<file path="src/rtl/mc_main_fsm_pkg.sv">
// Shared types for the multicycle main controller: state encoding, datapath
// select codes and the control word produced by the state decoder.
package mc_main_fsm_pkg;

    typedef enum logic [3:0] {
        S_FETCH    = 4'd0,
        S_DECODE   = 4'd1,
        S_MEMADR   = 4'd2,
        S_MEMRD    = 4'd3,
        S_MEMWB    = 4'd4,
        S_MEMWR    = 4'd5,
        S_EXECUTER = 4'd6,
        S_EXECUTEI = 4'd7,
        S_ALUWB    = 4'd8,
        S_BRANCH   = 4'd9,
        S_UNKNOWN  = 4'd10
    } statetype_t;

    localparam logic [1:0] OP_DP  = 2'b00;
    localparam logic [1:0] OP_MEM = 2'b01;
    localparam logic [1:0] OP_BR  = 2'b10;

    localparam logic [1:0] SRCA_RN  = 2'b00;
    localparam logic [1:0] SRCA_PC  = 2'b01;

    localparam logic [1:0] SRCB_RM   = 2'b00;
    localparam logic [1:0] SRCB_IMM  = 2'b01;
    localparam logic [1:0] SRCB_FOUR = 2'b10;

    localparam logic [1:0] RES_ALUOUT = 2'b00;
    localparam logic [1:0] RES_DATA   = 2'b01;
    localparam logic [1:0] RES_ALU    = 2'b10;

    // ir_write/next_pc/mem_w are raw requests; the top qualifies them with MemReady.
    typedef struct packed {
        logic       adr_src;
        logic [1:0] alu_src_a;
        logic [1:0] alu_src_b;
        logic [1:0] result_src;
        logic       alu_op;
        logic       ir_write;
        logic       next_pc;
        logic       reg_w;
        logic       mem_w;
        logic       branch;
        logic       illegal;
    } ctrl_t;

endpackage

</file>
<file path="src/rtl/mc_main_fsm_if.sv">
// Instruction-field, memory-ready and control-strobe bundle between the
// datapath (master) and the main sequencing FSM (slave).
interface mc_main_fsm_if;

    logic [1:0] Op;
    logic [5:0] Funct;
    logic       MemReady;
    logic       IRWrite;
    logic       AdrSrc;
    logic [1:0] ALUSrcA;
    logic [1:0] ALUSrcB;
    logic [1:0] ResultSrc;
    logic       ALUOp;
    logic       NextPC;
    logic       RegW;
    logic       MemW;
    logic       Branch;
    logic       InstrDone;
    logic       Illegal;

    modport master (
        output Op, Funct, MemReady,
        input  IRWrite, AdrSrc, ALUSrcA, ALUSrcB, ResultSrc, ALUOp,
        input  NextPC, RegW, MemW, Branch, InstrDone, Illegal
    );

    modport slave (
        input  Op, Funct, MemReady,
        output IRWrite, AdrSrc, ALUSrcA, ALUSrcB, ResultSrc, ALUOp,
        output NextPC, RegW, MemW, Branch, InstrDone, Illegal
    );

endinterface

</file>
<file path="src/rtl/mc_main_fsm_state_decode.sv">
// Pure lookup from the registered FSM state to the datapath control word.
module mc_main_fsm_state_decode
    import mc_main_fsm_pkg::*;
(
    input  statetype_t state,
    output ctrl_t      ctrl
);

    always_comb begin
        ctrl = '0;
        case (state)
            S_FETCH: begin
                ctrl.adr_src    = 1'b0;
                ctrl.alu_src_a  = SRCA_PC;
                ctrl.alu_src_b  = SRCB_FOUR;
                ctrl.result_src = RES_ALU;
                ctrl.ir_write   = 1'b1;
                ctrl.next_pc    = 1'b1;
            end
            S_DECODE: begin
                ctrl.alu_src_a  = SRCA_PC;
                ctrl.alu_src_b  = SRCB_FOUR;
                ctrl.result_src = RES_ALU;
            end
            S_MEMADR: begin
                ctrl.alu_src_a  = SRCA_RN;
                ctrl.alu_src_b  = SRCB_IMM;
            end
            S_MEMRD: begin
                ctrl.adr_src    = 1'b1;
                ctrl.result_src = RES_ALUOUT;
            end
            S_MEMWB: begin
                ctrl.result_src = RES_DATA;
                ctrl.reg_w      = 1'b1;
            end
            S_MEMWR: begin
                ctrl.adr_src    = 1'b1;
                ctrl.result_src = RES_ALUOUT;
                ctrl.mem_w      = 1'b1;
            end
            S_EXECUTER: begin
                ctrl.alu_src_a  = SRCA_RN;
                ctrl.alu_src_b  = SRCB_RM;
                ctrl.alu_op     = 1'b1;
            end
            S_EXECUTEI: begin
                ctrl.alu_src_a  = SRCA_RN;
                ctrl.alu_src_b  = SRCB_IMM;
                ctrl.alu_op     = 1'b1;
            end
            S_ALUWB: begin
                ctrl.result_src = RES_ALUOUT;
                ctrl.reg_w      = 1'b1;
            end
            S_BRANCH: begin
                ctrl.alu_src_a  = SRCA_RN;
                ctrl.alu_src_b  = SRCB_IMM;
                ctrl.result_src = RES_ALU;
                ctrl.branch     = 1'b1;
            end
            S_UNKNOWN: begin
                ctrl.illegal    = 1'b1;
            end
            default: ;
        endcase
    end

endmodule

</file>
<file path="src/rtl/mc_main_fsm.sv">
// Main sequencing FSM of the multicycle ARM core: state register, next-state
// logic, memory-ready qualification of strobes and the instruction-done pulse.
module mc_main_fsm
    import mc_main_fsm_pkg::*;
#(
    parameter bit TRAP_HOLD = 1'b1
) (
    input  logic          clk,
    input  logic          reset,
    mc_main_fsm_if.slave  bus
);

    statetype_t state;
    ctrl_t      ctrl;
    logic       done;
    logic       unused_funct;

    mc_main_fsm_state_decode u_decode (
        .state (state),
        .ctrl  (ctrl)
    );

    // Shift/ALU-function bits of Funct are consumed by aludec, not here.
    assign unused_funct = ^bus.Funct[4:1];

    always_ff @(posedge clk) begin
        if (reset) begin
            state <= S_FETCH;
        end else begin
            case (state)
                S_FETCH:    if (bus.MemReady) state <= S_DECODE;
                S_DECODE: begin
                    case (bus.Op)
                        OP_DP:   state <= bus.Funct[5] ? S_EXECUTEI : S_EXECUTER;
                        OP_MEM:  state <= S_MEMADR;
                        OP_BR:   state <= S_BRANCH;
                        default: state <= S_UNKNOWN;
                    endcase
                end
                S_MEMADR:   state <= bus.Funct[0] ? S_MEMRD : S_MEMWR;
                S_MEMRD:    if (bus.MemReady) state <= S_MEMWB;
                S_MEMWR:    if (bus.MemReady) state <= S_FETCH;
                S_EXECUTER,
                S_EXECUTEI: state <= S_ALUWB;
                S_MEMWB,
                S_ALUWB,
                S_BRANCH:   state <= S_FETCH;
                S_UNKNOWN:  if (!TRAP_HOLD) state <= S_FETCH;
                default:    state <= S_FETCH;
            endcase
        end
    end

    // Last cycle of an instruction is the one whose successor is FETCH; the trap never completes.
    assign done = (state inside {S_MEMWB, S_ALUWB, S_BRANCH})
                | ((state == S_MEMWR) & bus.MemReady);

    assign bus.IRWrite   = ~reset & ctrl.ir_write & bus.MemReady;
    assign bus.NextPC    = ~reset & ctrl.next_pc & bus.MemReady;
    assign bus.MemW      = ~reset & ctrl.mem_w & bus.MemReady;
    assign bus.RegW      = ~reset & ctrl.reg_w;
    assign bus.Branch    = ~reset & ctrl.branch;
    assign bus.InstrDone = ~reset & done;
    assign bus.Illegal   = ~reset & ctrl.illegal;
    assign bus.AdrSrc    = ~reset & ctrl.adr_src;
    assign bus.ALUOp     = ~reset & ctrl.alu_op;
    assign bus.ALUSrcA   = reset ? 2'b00 : ctrl.alu_src_a;
    assign bus.ALUSrcB   = reset ? 2'b00 : ctrl.alu_src_b;
    assign bus.ResultSrc = reset ? 2'b00 : ctrl.result_src;

endmodule
</file>
<file path="src/flat_wrapper.sv">
// flat-port wrapper written by rule: the top's interface ports become plain ports
module mc_main_fsm_flat import mc_main_fsm_pkg::*;
#(
    parameter bit TRAP_HOLD = 1'b1
)
  (clk, reset, bus_Op, bus_Funct, bus_MemReady, bus_IRWrite, bus_AdrSrc, bus_ALUSrcA, bus_ALUSrcB, bus_ResultSrc, bus_ALUOp, bus_NextPC, bus_RegW, bus_MemW, bus_Branch, bus_InstrDone, bus_Illegal);
  mc_main_fsm_if bus_i ();
  input  logic clk;
  input  logic reset;
  input wire logic [$bits(bus_i.Op)-1:0] bus_Op;
  input wire logic [$bits(bus_i.Funct)-1:0] bus_Funct;
  input wire logic [$bits(bus_i.MemReady)-1:0] bus_MemReady;
  output wire logic [$bits(bus_i.IRWrite)-1:0] bus_IRWrite;
  output wire logic [$bits(bus_i.AdrSrc)-1:0] bus_AdrSrc;
  output wire logic [$bits(bus_i.ALUSrcA)-1:0] bus_ALUSrcA;
  output wire logic [$bits(bus_i.ALUSrcB)-1:0] bus_ALUSrcB;
  output wire logic [$bits(bus_i.ResultSrc)-1:0] bus_ResultSrc;
  output wire logic [$bits(bus_i.ALUOp)-1:0] bus_ALUOp;
  output wire logic [$bits(bus_i.NextPC)-1:0] bus_NextPC;
  output wire logic [$bits(bus_i.RegW)-1:0] bus_RegW;
  output wire logic [$bits(bus_i.MemW)-1:0] bus_MemW;
  output wire logic [$bits(bus_i.Branch)-1:0] bus_Branch;
  output wire logic [$bits(bus_i.InstrDone)-1:0] bus_InstrDone;
  output wire logic [$bits(bus_i.Illegal)-1:0] bus_Illegal;
  assign bus_i.Op = bus_Op;
  assign bus_i.Funct = bus_Funct;
  assign bus_i.MemReady = bus_MemReady;
  assign bus_IRWrite = bus_i.IRWrite;
  assign bus_AdrSrc = bus_i.AdrSrc;
  assign bus_ALUSrcA = bus_i.ALUSrcA;
  assign bus_ALUSrcB = bus_i.ALUSrcB;
  assign bus_ResultSrc = bus_i.ResultSrc;
  assign bus_ALUOp = bus_i.ALUOp;
  assign bus_NextPC = bus_i.NextPC;
  assign bus_RegW = bus_i.RegW;
  assign bus_MemW = bus_i.MemW;
  assign bus_Branch = bus_i.Branch;
  assign bus_InstrDone = bus_i.InstrDone;
  assign bus_Illegal = bus_i.Illegal;
  mc_main_fsm #(.TRAP_HOLD(TRAP_HOLD)) u_core (.clk(clk), .reset(reset), .bus(bus_i));
endmodule
</file>
<file path="config.mk">
export PLATFORM = sky130hd
export DESIGN_NAME = mc_main_fsm_flat
export DESIGN_NICKNAME = d
export VERILOG_FILES = /design/src/rtl/mc_main_fsm_pkg.sv /design/src/rtl/mc_main_fsm_if.sv /design/src/rtl/mc_main_fsm_state_decode.sv /design/src/rtl/mc_main_fsm.sv /design/src/flat_wrapper.sv
export SDC_FILE = /design/constraint.sdc
export NUM_CORES = 1
export LEC_CHECK = 0
export ABC_AREA = 1
export BUFFER_PORTS_ARGS = -buffer_cell sky130_fd_sc_hd__buf_2
export CAP_MARGIN = 20
export CORE_AREA = 2 2 39 41
export DETAILED_ROUTE_END_ITERATION = 8
export DIE_AREA = 0 0 41 43
export GPL_ROUTABILITY_DRIVEN = 0
export PLACE_DENSITY = 0.66
export SYNTH_ARGS = -nofsm -noshare
export SYNTH_HDL_FRONTEND = slang
export SYNTH_SLANG_ARGS = --single-unit
</file>
<file path="constraint.sdc">
create_clock -name clk -period 2.4 [get_ports clk]
set_input_delay 0.36 -clock clk [delete_from_list [all_inputs] [get_ports clk]]
set_output_delay 0.36 -clock clk [all_outputs]
set_load 0.03 [all_outputs]
</file>
# [Yosys cells after proc, flatten, opt, wreduce, memory -nomap -nowiden]
# Index checks and enable logic that the tools add are counted.
[classes] eq_ne=15 n_mux=19 n_bitwise=16 reduce_logical=10
[op_table] op="$pmux W4 S7" count=1
[op_table] op="$eq A4 B3 Y1 const B" count=4
[op_table] op="$and A1 B1 Y1" count=13
[op_table] op="$eq A4 B4 Y1 const B" count=3
[op_table] op="$mux W4" count=3
[op_table] op="$pmux W4 S3" count=1
[op_table] op="$eq A4 B2 Y1 const B" count=2
[op_table] op="$mux W1" count=8
[op_table] op="$reduce_or A2 Y1" count=4
[op_table] op="$mux W2" count=3
[op_table] op="$ne A2 B2 Y1 const B" count=3
[op_table] op="$pmux W3 S2" count=1
[op_table] op="$reduce_or A3 Y1" count=2
[op_table] op="$eq A4 B1 Y1 const B" count=1
[op_table] op="$logic_not A4 Y1" count=1
[op_table] op="$pmux W2 S2" count=1
[op_table] op="$reduce_and A4 Y1" count=1
[op_table] op="$mux W3" count=1
[op_table] op="$reduce_bool A3 Y1" count=1
[op_table] op="$eq A2 B1 Y1 const B" count=1
[op_table] op="$eq A2 B2 Y1 const B" count=1
[op_table] op="$logic_not A2 Y1" count=1
[op_table] op="$not A1 Y1" count=2
[op_table] op="$or A1 B1 Y1" count=1
[totals] ff_bits=4 out_inout_bits=15 elab_cells=61

# [Longest topological paths before layout]
# Gate-level depths: netlist (run 1).
[logic_depth] depth_word=4 ltp_mapped=8

# [Modules after synthesis]
# Synthesis (run 1) repeated with hierarchy kept, for this count alone.
[unflattened] cells_unflattened=124 area_unflattened_um2=616.8
[by_module_without_submodules] module="mc_main_fsm" instances=1 cells_per_inst=89 area_each_um2=465.4 seq_area_each_um2=80.1
[by_module_without_submodules] module="mc_main_fsm_state_decode" instances=1 cells_per_inst=35 area_each_um2=151.4 seq_area_each_um2=0.0

# [Worst setup path before layout (run 1)]
# Ideal clock, no wire load.
[synth_path] kind="reg-to-output" from="register u_core.state[2]" to="output port bus_ResultSrc[0]" arrival_time_ns=1.629 slack_ns=0.411 path_stages_with_launch=5 path_buffers=0 cell_sequence="dfxtp_1 > inv_2 > nor2_1 > inv_1 > nor4_1"
[synth_via] elab_chain_len=4 elab_cells_between_ends=7 cone_classes="eq/ne: 3; mux: 2; reduce/logical: 2"
[synth_rtl] item="from (decl)" line_no="mc_main_fsm.sv:13" source="statetype_t state;"
[synth_rtl] item="from (signal assigned)" line_no="mc_main_fsm.sv:34" source="OP_DP: state <= bus.Funct[5] ? S_EXECUTEI : S_EXECUTER;"
[synth_rtl] item="from (signal assigned)" line_no="mc_main_fsm.sv:40" source="S_MEMADR: state <= bus.Funct[0] ? S_MEMRD : S_MEMWR;"
[synth_rtl] item="$eq A4 B1 Y1, or another cell as far along" line_no="mc_main_fsm_state_decode.sv:11" source="case (state)"
[synth_rtl] item="$reduce_or A3 Y1 (no line)"
[synth_rtl] item="$pmux W2 S2 (*)" line_no="mc_main_fsm_state_decode.sv:11"
[synth_rtl] item="$mux W2 (*)" line_no="mc_main_fsm.sv:69" source="assign bus.ResultSrc = reset ? 2'b00 : ctrl.result_src;"
[synth_rtl] item="to (decl)" line_no="flat_wrapper.sv:17" source="output wire logic [$bits(bus_i.ResultSrc)-1:0] bus_ResultSrc;"
# Mark *: on every way between the ends. The rest lies on a longest branch, timed or not.

# [Worst setup path after layout (run 1)]
[layout_path] from="register u_core.state[2]" to="output port bus_ALUSrcB[0]"
[layout_via] elab_chain_len=4 elab_cells_between_ends=9 cone_classes="eq/ne: 4; mux: 2; reduce/logical: 3"
[layout_rtl] item="$eq A4 B2 Y1, or another cell as far along" line_no="mc_main_fsm_state_decode.sv:11"
[layout_rtl] item="$reduce_or A3 Y1 (no line) or $reduce_or A2 Y1 (tied branches)"
[layout_rtl] item="$pmux W3 S2 (*)" line_no="mc_main_fsm_state_decode.sv:11"
[layout_rtl] item="$mux W2 (*)" line_no="mc_main_fsm.sv:68" source="assign bus.ALUSrcB = reset ? 2'b00 : ctrl.alu_src_b;"
[layout_rtl] item="to (decl)" line_no="flat_wrapper.sv:16" source="output wire logic [$bits(bus_i.ALUSrcB)-1:0] bus_ALUSrcB;"
# Marks and branches as above.

==> results of run 1 <==
-- worst reg2reg max path, stage by stage, from the launching register on --
cell and delay (ns):
dfxtp_1 0.43, inv_2 0.09, nor2_2 0.19, nand3_2 0.13
nand2_2 0.10, nor2_2 0.06, nor2_1 0.13, nor2_2 0.05
-- per-layer routing --
metal  track usage [%]  part of all wire (%)
met2              20.9                    47
met1              18.3                    45
met3              6.28                   8.0
met4              2.00                     0
met5                 0                     0
-- per-stage QoR --
step,worst slack [ns],hold slack (ns)
2_1_floorplan,0.411,0.549
3_3_place_gp,0.703,0.568
6_report,0.465,0.501
5_1_grt,0.284,0.523
3_5_place_dp,0.698,0.568
4_1_cts,0.445,0.487
-- worst min path at each step --
| stage | cells past startpoint | to | start | slack, ns |
|---|---|---|---|---|
| after floorplan | 2 | u_core.state[2] | u_core.state[2] | 0.55 |
| after global placement | 2 | u_core.state[2] | u_core.state[2] | 0.57 |
| after detailed placement | 2 | u_core.state[2] | u_core.state[2] | 0.57 |
| after CTS | 5 | u_core.state[1] | bus_Funct[0] | 0.49 |
| after global routing | 5 | u_core.state[1] | bus_Funct[0] | 0.52 |
| final | 5 | u_core.state[1] | bus_Funct[0] | 0.50 |
-- cell usage after synthesis --
master and count:
a21oi_1 3, a31oi_1 1, buf_4 3, clkbuf_1 1
conb_1 1, dfxtp_1 4, inv_1 13, inv_2 4
nand2_1 15, nand2_2 1, nand3_1 8, nand3_2 1
nor2_1 18, nor2_2 5, nor2_4 1, nor3_1 3
nor4_1 1, o21ai_0 3, o22ai_1 2, or2_2 1
-- cell type report --
type                    count  area [sq um]
clock buffers               3          22.5
fillers                   165           795
inverters                  17          63.8
multi-input cells          64           303
repair buffers             20           100
flip-flops and latches      4          80.1
well taps                  16          20.0
-- power by group --
group          internal (uW)  switching, uW  total, uW
Sequential              88.8           36.8        126
Combinational            126            292        418
Clock                   55.9           27.6       83.6
Total                    271            356        627
-- logic make-up after synthesis --
| group | Yosys count | share of synthesized area, % |
|---|---|---|
| buffers and inverters | 21 | 19.0 |
| and+or+nand+nor | 54 | 52.9 |
| other | 1 | 0.793 |
| AOI/OAI and AO/OA | 9 | 10.3 |
| DFF | 4 | 16.9 |
==> results.md, run 1 <==
* Run status: complete, no violations
* Syn_area_per_cell at 5.31 sq um
* CTS max path bufs at 2
* Max reg flops at 4
* Core footprint at roughly 1400 sq um
* Share of layout cells above drive strength 1 at 33.3%
* GRT Residual Overflow at 0
* Largest net degree at the start of global routing at 13
* Peak Freq at 517 MHz
* Initial antenna violation count at 0
* Synth-to-Final Area Change at 24.6%
* Vias after detailed routing at between 500 and 600
* Pwr dens at 1060 nW/um^2
* Finished Cell Area at 589 sq um
* DR DRC count at 0
* Drt first pass iters at 3
* Root Driver: clkbuf_4
* CTS Sinks at 4
* Endpoints failing hold at 0
* Worst skew pair latency at 0.24 ns
* Placed cell count at 121
* Post-Synthesis Cells at 89
* Crit-path max cell delay at 0.40 ns
* Die area at ~1800 sq um
* Setup crit end: bus_ALUSrcB[0]
* Max Cap Viol at 0
* Crit-path most repeated cell: inv_1
* Slowest-stage cell, CP: dfxtp_1
* Total Power at 627 uW
* Crit start category: flop
* Final wirelength at approximately 1100 um
* Fin crit share at a little over 80%
* Static Leakage at 0.000363 uW
* Die X at 41 um
* Vias in the first global route at 434
* Nets at 121
* Data arrival, critical path at 1.57 ns
* Unrepaired setup endpoints after global routing: no
* Starting DRT DRC Count at 6
* Global-route wire length before repair at 1710 um
* Post-synth top area share at roughly 17%
* Biggest area consumer among synthesized cells: dfxtp_1
* R2R setup slack at roughly 1.1 ns
* Worst setup EP type: output pin
* H-Tree Level Count at 1
* IR Drop Worst-Case VDD at 0.300 mV
* Yosys cell types at 20
* Finished Layout Cells at 124
* Post-DRT Antenna Nets at 0
* Pins over their slew limit at 0
* Final Util at between 40% and 50%
* Synth top area cells: dfxtp_1 (17%), nor2_1 (14%), nand2_1 (12%)
* Synth warnings at 0
* R2R Path Start: u_core.state[1]
* DP Area at 567 sq um
* Most common cell after layout, fill and taps aside: buf_2
* IO Pins at 26
* CP Launch Point: u_core.state[2]
* Num CTS Buffers at 3
* Setup CP Type: flop to output pin
* Number of post-CTS setup repair buffers at 0
* Starting Density at 34.2%
* Top Family by Delay on Critical Path: buffers and inverters
* Post-synthesis net count at 100
* Top reg by flops: u_core.state
* Drt wl/cell at 9.06 um
* Most frequent cells in the layout: buf_2 (20), nor2_1 (18), nand2_1 (15), inv_1 (13), nand3_1 (8)
* Post-CTS sizing at 0
* Dpl hpwl at 912 um
* Crit-path cells: inv_2, nor2_1, inv_1, o22ai_1, o21ai_0, inv_1, buf_2
* Core Rows at 14
* #FFs+latches synth at 4
* Sequential cell area fraction in the yosys report at 16.9%
* Setup TNS at 0 ns
* Die height at ~43 um
* PortBufs at 20
* CTS tree: yes
* CP max FO at 5
* Final setup viols at 0
* Diode count at 0
* CTS Hold Bufs at 0
* GRT Total Usage at 14.0%
* Crit. path cell count at 7
* FF-to-FF path depth at 7
* Post-layout min period at between 1.5 and 2 ns
* Top Registers: u_core.state: 4 flops
* Worst path required time at between 2 and 2.5 ns
* Post-Syn Area at 473 sq um
* Worst Path Buf+Inv at 4
* Worst hold path type: input pin to flop
* R2R Path End: u_core.state[0]
* Vias/cell at 4.68
* Setup Skew at 0.00346 ns
* Worst-path clk slew at around 0.04 ns
No activity file was read; power rests on OpenSTA's default activity.
==> run 2, diff against run 1 <==
- clock period: 2.4 -> 2 ns (I/O delays scaled with it)
==> run 2 against run 1 <==
Effect of this change:
- sequential power increased by 23%
- critical path depth did not move
- clock power is 26% higher
- largest power group unchanged
- combinational power rose by 19%
- count of clock-buffer cells in the layout unchanged
- worst hold slack worse by 0.071 ns
- largest cell class unchanged
==> results.md, run 2 (synthesis gave the netlist of run 1 again) <==
* Run status: complete, no violations (unchanged)
* Post-layout min period at 1.79 ns
* Peak Freq at around 560 MHz
* Starting Density at 34.2% (unchanged)
* Share of layout cells above drive strength 1 at 35.2% (was 33.3%)
* Nets at 121 (unchanged)
* Max Cap Viol at 0 (unchanged)
* Most frequent cells in the layout: buf_2 (20), nor2_1 (17), nand2_1 (15), inv_1 (13), nand3_1 (8) (was buf_2 (20), nor2_1 (18), nand2_1 (15), inv_1 (13), nand3_1 (8))
* Vias/cell at 4.59 (was 4.68)
* Post-DRT Antenna Nets at 0 (unchanged)
* Post-CTS sizing at 0 (unchanged)
* H-Tree Level Count at 1 (unchanged)
* CTS Sinks at 4 (unchanged)
* Pwr dens at 1270 nW/um^2 (was 1060 nW/um^2)
* CP max FO at 5 (unchanged)
* CTS max path bufs at 2 (unchanged)
* Die X at 41 um (unchanged)
* Worst hold path type: input pin to flop (unchanged)
* Starting DRT DRC Count at 16 (was 6)
* Setup TNS at 0 ns (unchanged)
* DP Area at 567 sq um (unchanged)
* PortBufs at 20 (unchanged)
* IO Pins at 26 (unchanged)
* Vias in the first global route at 453 (was 434)
* Number of post-CTS setup repair buffers at 0 (unchanged)
* Fin crit share at 89.7%
* Fillers at 162 (was 165)
* Static Leakage at 0.000363 uW (about the same)
* Most common cell after layout, fill and taps aside: buf_2 (unchanged)
* Final setup viols at 0 (unchanged)
* Vias after detailed routing at 569 (was 580)
* Finished Cell Area at 593 sq um (was 589 sq um)
* GRT Total Usage at 14.8% (was 14.0%)
* Drt first pass iters at 6 (was 3)
* Core footprint at 1380 sq um (unchanged)
* Drt wl/cell at 8.95 um (was 9.06 um)
* Root Driver: clkbuf_4 (unchanged)
* Dpl hpwl at 902 um (was 912 um)
* GRT Residual Overflow at 0 (unchanged)
* Top reg by flops: u_core.state (unchanged)
* Diode count at 0 (unchanged)
* Max reg flops at 4 (unchanged)
* Pins over their slew limit at 0 (unchanged)
* CTS Hold Bufs at 0 (unchanged)
* Final wirelength at 1110 um (was 1120 um)
* Endpoints failing hold at 0 (unchanged)
* Top Registers: u_core.state: 4 flops (unchanged)
* Num CTS Buffers at 3 (unchanged)
* Unrepaired setup endpoints after global routing: no (unchanged)
* Crit start category: flop (unchanged)
* DR DRC count at 0 (unchanged)
* Die height at 43 um (unchanged)
* Initial antenna violation count at 0 (unchanged)
* Global-route wire length before repair at 1740 um (was 1710 um)
* Worst path required time at 1.70 ns (was 2.04 ns)
* Worst-path clk slew at 0.04 ns (about the same)
* Synth-to-Final Area Change at 25.4% (was 24.6%)
* Core Rows at 14 (unchanged)
* Largest net degree at the start of global routing at 13 (unchanged)
* Setup Skew at 0.00551 ns (was 0.00346 ns)
* Data arrival, critical path at 1.49 ns (was 1.57 ns)
* Die area at 1760 sq um (unchanged)
* Setup CP Type: flop to output pin (unchanged)
* Worst setup EP type: output pin (unchanged)
* Worst skew pair latency at 0.24 ns (about the same)
* CTS tree: yes (unchanged)
* IR Drop Worst-Case VDD at 0.395 mV (was 0.300 mV)
==> run 2: cell types whose count changed in the layout (fill, tap and decap cells not counted) <==
cell and change:
dfxtp_1 -1, nor2_1 -1, dfxtp_2 +1, nor2_2 +1
==> run 2: per-stage QoR <==
| step | util, % | total power [uW] | cells | setup WS [ns] | hold slack (ns) |
|---|---|---|---|---|---|
| floorplan | - | 555 | 89 | 0.0706 | 0.490 |
| global placement | 41.0 | 648 | 121 | 0.364 | 0.566 |
| detailed placement | 41.0 | 647 | 121 | 0.361 | 0.575 |
| CTS | 42.6 | 756 | 124 | 0.107 | 0.429 |
| global route | 42.9 | 837 | 124 | 0.0591 | 0.480 |
| finish | 42.9 | 756 | 124 | 0.206 | 0.429 |
==> run 2: path summary, 6_finish.rpt <==
check,start,to,slack [ns],depth (start not counted)
hold reg to reg,u_core.state[0],u_core.state[0],0.57,2
setup reg to reg,u_core.state[1],u_core.state[2],0.75,7
setup / recovery,u_core.state[2],bus_ALUSrcB[0],0.21,7
hold / removal,bus_Funct[0],u_core.state[1],0.43,5
==> run 2: where the power goes <==
part	internal [uW]	total (uW)	leakage, uW	switching [uW]
Combinational	153	496	0.000316	343
Clock	67.4	105	0.0000138	37.7
Sequential	109	155	0.0000332	46.2
==> run 2: layout make-up <==
| type | count | area, sq um | area share [%] |
|---|---|---|---|
| clock buffer | 3 | 22.5 | 3.80 |
| inverter | 17 | 63.8 | 10.8 |
| multi-input combinational | 64 | 305 | 51.5 |
| sequential | 4 | 81.3 | 13.7 |
| tap | 16 | 20.0 | 3.38 |
| timing repair buffer | 20 | 100 | 16.9 |
==> run 2: worst max-delay path, cell delays in order (launching register included) <==
cell and delay [ns]:
dfxtp_1 0.40, inv_2 0.08, nor2_2 0.16, inv_1 0.13, o22ai_1 0.16, o21ai_0 0.09, inv_1 0.06, buf_2 0.18
==> run 2: routing by layer <==
layer | track usage [%] | vias to the layer above | wire length (um)
met5 | 0 | - | 0
met4 | 4.00 | 0 | 10
met3 | 9.42 | 2 | 84
met2 | 20.6 | 18 | 512
met1 | 18.3 | 240 | 503
li1 | - | 309 | -
